### src/rtl/uart_block_packer_if.sv
// Stream bundle between the UART byte source, the block packer and the cipher input.
// The slave modport is the packer's view; the master modport is the environment's view.
interface uart_block_packer_if #(parameter int BLOCK_W = 96);
    logic [7:0]         s_axis_tdata;
    logic               s_axis_tvalid;
    logic               s_axis_tready;
    logic [BLOCK_W-1:0] m_axis_tdata;
    logic               m_axis_tvalid;
    logic               m_axis_tready;
    logic               m_axis_tuser;
    logic [3:0]         fill_level;

    modport slave (
        input  s_axis_tdata, s_axis_tvalid, m_axis_tready,
        output s_axis_tready, m_axis_tdata, m_axis_tvalid, m_axis_tuser, fill_level
    );

    modport master (
        output s_axis_tdata, s_axis_tvalid, m_axis_tready,
        input  s_axis_tready, m_axis_tdata, m_axis_tvalid, m_axis_tuser, fill_level
    );
endinterface

### src/rtl/uart_block_packer.sv
// Packs UART bytes into BLOCK_W-bit blocks (first byte in the MSBs) for the cipher pipeline.
// Define UART_BLOCK_PACKER_TIMEOUT_EN to flush a padded partial block after TIMEOUT idle cycles.
module uart_block_packer #(
    parameter int         BLOCK_W  = 96,
    parameter int         TIMEOUT  = 1000000,
    parameter logic [7:0] PAD_BYTE = 8'h00
) (
    input logic                clk,
    input logic                rst_n,
    uart_block_packer_if.slave bus
);
    localparam int NBYTES = BLOCK_W / 8;

    typedef enum logic {FILL, HOLD} state_e;

    state_e             state_q, state_d;
    logic [BLOCK_W-1:0] data_q, data_d;
    logic [3:0]         fill_q, fill_d;
    logic               tvalid_q, tvalid_d;
    logic               tready_q, tready_d;
    logic               tuser_q, tuser_d;
    logic               s_hs, m_hs, expire;

    // tready_q is only ever high in FILL, so it doubles as the state qualifier.
    assign s_hs = bus.s_axis_tvalid && tready_q;
    assign m_hs = tvalid_q && bus.m_axis_tready;

`ifdef UART_BLOCK_PACKER_TIMEOUT_EN
    localparam int CNT_W = (TIMEOUT > 2) ? $clog2(TIMEOUT) : 1;

    logic [CNT_W-1:0] cnt_q, cnt_d;

    // A handshake on the expiry cycle wins: the counter simply clears.
    always_comb begin
        cnt_d  = '0;
        expire = 1'b0;
        if (state_q == FILL && fill_q != 4'd0 && !s_hs) begin
            if (cnt_q == CNT_W'(TIMEOUT - 1)) expire = 1'b1;
            else                              cnt_d  = cnt_q + 1'b1;
        end
    end

    always_ff @(posedge clk or negedge rst_n) begin
        if (!rst_n) cnt_q <= '0;
        else        cnt_q <= cnt_d;
    end
`else
    assign expire = 1'b0;
`endif

    always_comb begin
        state_d  = state_q;
        data_d   = data_q;
        fill_d   = fill_q;
        tvalid_d = tvalid_q;
        tready_d = tready_q;
        tuser_d  = tuser_q;
        case (state_q)
            FILL: begin
                tready_d = 1'b1;
                if (s_hs) begin
                    for (int i = 0; i < NBYTES; i++)
                        if (fill_q == 4'(i)) data_d[BLOCK_W-1-8*i -: 8] = bus.s_axis_tdata;
                    if (fill_q == 4'(NBYTES - 1)) begin
                        state_d  = HOLD;
                        tvalid_d = 1'b1;
                        tuser_d  = 1'b0;
                        tready_d = 1'b0;
                        fill_d   = 4'd0;
                    end else begin
                        fill_d = fill_q + 4'd1;
                    end
                end else if (expire) begin
                    for (int i = 0; i < NBYTES; i++)
                        if (4'(i) >= fill_q) data_d[BLOCK_W-1-8*i -: 8] = PAD_BYTE;
                    state_d  = HOLD;
                    tvalid_d = 1'b1;
                    tuser_d  = 1'b1;
                    tready_d = 1'b0;
                    fill_d   = 4'd0;
                end
            end
            HOLD: begin
                tready_d = 1'b0;
                if (m_hs) begin
                    state_d  = FILL;
                    tvalid_d = 1'b0;
                    tready_d = 1'b1;
                end
            end
            default: state_d = FILL;
        endcase
    end

    always_ff @(posedge clk or negedge rst_n) begin
        if (!rst_n) begin
            state_q  <= FILL;
            data_q   <= '0;
            fill_q   <= 4'd0;
            tvalid_q <= 1'b0;
            tready_q <= 1'b0;
            tuser_q  <= 1'b0;
        end else begin
            state_q  <= state_d;
            data_q   <= data_d;
            fill_q   <= fill_d;
            tvalid_q <= tvalid_d;
            tready_q <= tready_d;
            tuser_q  <= tuser_d;
        end
    end

    assign bus.s_axis_tready = tready_q;
    assign bus.m_axis_tdata  = data_q;
    assign bus.m_axis_tvalid = tvalid_q;
    assign bus.m_axis_tuser  = tuser_q;
    assign bus.fill_level    = fill_q;
endmodule

### src/flat_wrapper.sv
// flat-port wrapper written by rule: the top's interface ports become plain ports
module uart_block_packer_flat 
#(
    parameter int         BLOCK_W  = 96,
    parameter int         TIMEOUT  = 1000000,
    parameter logic [7:0] PAD_BYTE = 8'h00
)
  (clk, rst_n, bus_s_axis_tdata, bus_s_axis_tvalid, bus_m_axis_tready, bus_s_axis_tready, bus_m_axis_tdata, bus_m_axis_tvalid, bus_m_axis_tuser, bus_fill_level);
  uart_block_packer_if #(.BLOCK_W(BLOCK_W)) bus_i ();
  input logic clk;
  input logic rst_n;
  input wire logic [$bits(bus_i.s_axis_tdata)-1:0] bus_s_axis_tdata;
  input wire logic [$bits(bus_i.s_axis_tvalid)-1:0] bus_s_axis_tvalid;
  input wire logic [$bits(bus_i.m_axis_tready)-1:0] bus_m_axis_tready;
  output wire logic [$bits(bus_i.s_axis_tready)-1:0] bus_s_axis_tready;
  output wire logic [$bits(bus_i.m_axis_tdata)-1:0] bus_m_axis_tdata;
  output wire logic [$bits(bus_i.m_axis_tvalid)-1:0] bus_m_axis_tvalid;
  output wire logic [$bits(bus_i.m_axis_tuser)-1:0] bus_m_axis_tuser;
  output wire logic [$bits(bus_i.fill_level)-1:0] bus_fill_level;
  assign bus_i.s_axis_tdata = bus_s_axis_tdata;
  assign bus_i.s_axis_tvalid = bus_s_axis_tvalid;
  assign bus_i.m_axis_tready = bus_m_axis_tready;
  assign bus_s_axis_tready = bus_i.s_axis_tready;
  assign bus_m_axis_tdata = bus_i.m_axis_tdata;
  assign bus_m_axis_tvalid = bus_i.m_axis_tvalid;
  assign bus_m_axis_tuser = bus_i.m_axis_tuser;
  assign bus_fill_level = bus_i.fill_level;
  uart_block_packer #(.BLOCK_W(BLOCK_W), .TIMEOUT(TIMEOUT), .PAD_BYTE(PAD_BYTE)) u_core (.clk(clk), .rst_n(rst_n), .bus(bus_i));
endmodule
### config.mk
export PLATFORM = sky130hd
export DESIGN_NAME = uart_block_packer_flat
export DESIGN_NICKNAME = d
export VERILOG_FILES = /design/src/rtl/uart_block_packer_if.sv /design/src/rtl/uart_block_packer.sv /design/src/flat_wrapper.sv
export SDC_FILE = /design/constraint.sdc
export NUM_CORES = 1
export LEC_CHECK = 0
export CORE_ASPECT_RATIO = 0.7
export CORE_MARGIN = 8
export CORE_UTILIZATION = 47
export DETAILED_ROUTE_END_ITERATION = 10
export PLACE_DENSITY = 0.79
export SLEW_MARGIN = 40
export SYNTH_ARGS = -nofsm -noshare
export SYNTH_HDL_FRONTEND = slang
export SYNTH_SLANG_ARGS = --single-unit
### constraint.sdc
create_clock -name clk -period 4 [get_ports clk]
set_input_delay 0.8 -clock clk [delete_from_list [all_inputs] [get_ports clk]]
set_output_delay 0.8 -clock clk [all_outputs]
set_load 0.02 [all_outputs]
==> metrics.md <==
| Metric | Value |
|---|---|
| Largest family of logic cells by synthesized area | `multiplexers` |
| Leakage power | `2.47 nW` |
| H-Tree Depth | `3` |
| R2R Setup Slk | `2.16 ns` |
| Min cycle time layout | `~2.3 ns` |
| Worst R2R Start | `u_core.state_q` |
| Synth Area in Adders | `1.52%` |
| RSZ-0062 raised after global routing | `no` |
| Core Area | `8480 sq um` |
| Post-DRT Antenna Nets | `0` |
| XOR/XNOR Fraction of Synth Area | `0%` |
| Largest net degree at the start of global routing | `40` |
| Initial antenna violation count | `0` |
| Initial core utilization | `48.6%` |
| Max-slew violation count | `0` |
| Syn. warnings | `0` |
| Gpl congestion | `~0.74` |
| Register area | `2580 sq um` |
| CP Cell Sequence | `clkdlybuf4s50_1` |
| Gr ovfl total | `0` |
| Sink Count | `slightly above 100` |
| I/O Pins | `about 120` |
| Synthesized area | `slightly above 4000 sq um` |
| Netlist cell types | `27` |
| R2R Path End | `u_core.bus.m_axis_tdata[51]` |
| Area Growth Syn to Fin | `35.5%` |
| Longest Clk Path Bufs | `2` |
| Simple-gate share of the synthesized area | `4.16%` |
| Detailed-route via count | `2512` |
| Worst-Margin Slew | `0.638 ns` |
| CP Capture Point | `bus_fill_level[2]` |
| Post-layout util | `65.8%` |
| Post-Syn Instances | `258` |
| Total wire length | `10000 microns` |
| Number of setup buffers added after CTS | `0` |
| First-pass GRT wire length | `between 15000 and 20000 microns` |
| Fin. Hold Viols | `0` |
| Die Wd | `128 microns` |
| Placed cell count | `474` |
| Post-synthesis register bit count | `103` |
| Final setup vio count | `0` |
| Kind of critical path | `reg -> out` |
| Status | `finished, final reports clean` |
| Crit-path slowest cell | `clkdlybuf4s50_1` |
| Ys async rst share | `100%` |
| Worst path depth | `1` |
| Crit path buf inv count | `1` |
| Mean post-synth cell area | `16.0 sq um` |
| Compound-Gate Fraction of Synth Area | `1.22%` |
| # hold bufs at CTS | `0` |
| Routed len/inst | `20.4 microns` |
| CP top delay family | `buffers and inverters` |
| Iteration-0 DRC Markers | `approximately 140` |
| Crit end category | `output pin` |
| Drt via density | `5.13` |
| Chip height | `94.3 microns` |
| CP Launch Type | `flip-flop` |
| Setup TNS | `0 ns` |
| Post-synth EDFFs | `0` |
| Layout cell share with drive strength beyond 1 | `33.0%` |
| # rows | `28` |
| Vias in the first global route | `2750` |
| Clk slew on worst S/H paths | `0.07 ns` |
| Pwr Density | `919 nW/um^2` |
| Post-route cell area | `5580 sq um` |
| Max-slew headroom at the worst pin | `57.3%` |
| CTS resizes | `0` |
| Multi-input gate area | `approximately 1400 sq um` |
| Final cell count without fillers | `490` |
| Top FF cell, synth | `dfrtp_1` |
| Peak VDD IR | `0.000495 V` |
| Mux contribution to synthesized area | `27.5%` |
| Overall Global Routing Usage | `roughly 17%` |
| Hold Crit Class | `in -> async` |
| Critical path fanouts, max | `13` |
| Commonest non-fill, non-tap cell in the layout | `clkdlybuf4s50_1` |
| DRC viols | `0` |
| Fmax | `0.429 GHz` |
| Crit path from | `u_core.bus.fill_level[2]` |
| Die ar. | `12100 sq um` |
| Root buffer cell | `clkbuf_16` |
| Syn_nets | `around 280` |
| DP Area | `5300 sq um` |
| Max incr delay on CP | `0.68 ns` |
| Antenna diodes | `0` |
| Arr. time, crit path | `1.53 ns` |
| Nets@finish | `382` |
| Worst endpoint required time | `about 3.2 ns` |
| Clk_skew | `roughly 0.0085 ns` |
| CTS tree | `built` |
| Fill cells | `658` |
| Worst skew pair latency | `~0.34 ns` |
| Port-buffer cells | `113` |
| DRT Pass-1 Iters | `4` |
| TritonCTS buffer count | `9` |
| Most frequent cells in the layout | `clkdlybuf4s50_1 (112), dfrtp_1 (103), mux2_2 (90), clkbuf_16 (9), mux2_4 (8)` |
| DP HPWL | `around 7100 microns` |
| Seq/Total Area, Yosys | `62.6%` |
| R2R cell count | `3` |
| Post-route clock period utilization | `58.2%` |
| MaxCap Viol Count | `0` |
## synthesized netlist by cell type, types with 2 or more instances
library cell	instances	area (sq um)
nand3_2	2	20.0
and3_1	6	37.5
mux2_4	8	120
ha_1	5	62.6
nand3b_2	2	22.5
inv_1	2	7.51
and4b_1	2	20.0
buf_6	4	45.0
nand2_1	5	18.8
buf_2	5	25.0
o21ai_0	2	10.0
clkbuf_1	9	33.8
dfrtp_1	103	2580
mux2_2	90	1010
## per-layer routing
metal | GRT usage [%] | routed length, microns
met2 | 26.0 | 4510
met3 | 10.1 | 1170
met4 | 4.73 | 97
met1 | 20.9 | 4240
met5 | 0 | 0
## layout make-up
cell class | instances | area share, %
well taps | 120 | 2.69
repair buffers | 115 | 20.5
multi-input cells | 134 | 25.5
flip-flops and latches | 103 | 46.2
clock buffers | 13 | 4.67
clock inverters | 3 | 0.314
inverters | 2 | 0.135
## logic make-up (layout without fill, tap and decap cells)
kind of cell | after synthesis | in the layout
mux | 98 | 98
fa+ha+maj | 5 | 5
buf+inv | 21 | 133
flops | 103 | 103
simple gates | 23 | 23
compound gates | 7 | 7
other cells | 1 | 1
## power by group
| part | total (mW) | switching [mW] | internal, mW | leakage [nW] |
|---|---|---|---|---|
| registers | 1.85 | 0.310 | 1.54 | 1.28 |
| logic | 2.46 | 1.16 | 1.30 | 1.05 |
| clock network | 0.814 | 0.360 | 0.454 | 0.136 |
## state kept, by name, summed over array words and instances, names as in the netlist
register	cells
u_core.bus.fill_level	4
u_core.bus.m_axis_tdata	96
u_core.bus.s_axis_tready	1
u_core.bus.m_axis_tvalid	1
u_core.state_q	1
## stage by stage
step	power [mW]	hold WS, ns	setup WS (ns)
2_1_floorplan	3.10	0.457	2.13
3_3_place_gp	4.28	0.487	1.35
3_5_place_dp	4.36	0.493	1.33
4_1_cts	5.19	0.367	1.65
5_1_grt	5.39	0.389	1.62
6_report	5.13	0.368	1.67
## how the worst min path moves through the flow
| stage | start | to | slack (ns) | depth (start not counted) |
|---|---|---|---|---|
| finish | rst_n | u_core.bus.m_axis_tdata[73] | 0.37 | 1 |
| global route | rst_n | u_core.bus.m_axis_tdata[73] | 0.39 | 1 |
| CTS | rst_n | u_core.bus.m_axis_tdata[77] | 0.37 | 1 |
| detailed placement | u_core.bus.m_axis_tdata[72] | u_core.bus.m_axis_tdata[72] | 0.49 | 1 |
| global placement | u_core.bus.m_axis_tdata[83] | u_core.bus.m_axis_tdata[83] | 0.49 | 1 |
| floorplan | u_core.state_q | u_core.bus.s_axis_tready | 0.46 | 1 |
Note: power is estimated with default switching activity, not from simulation.
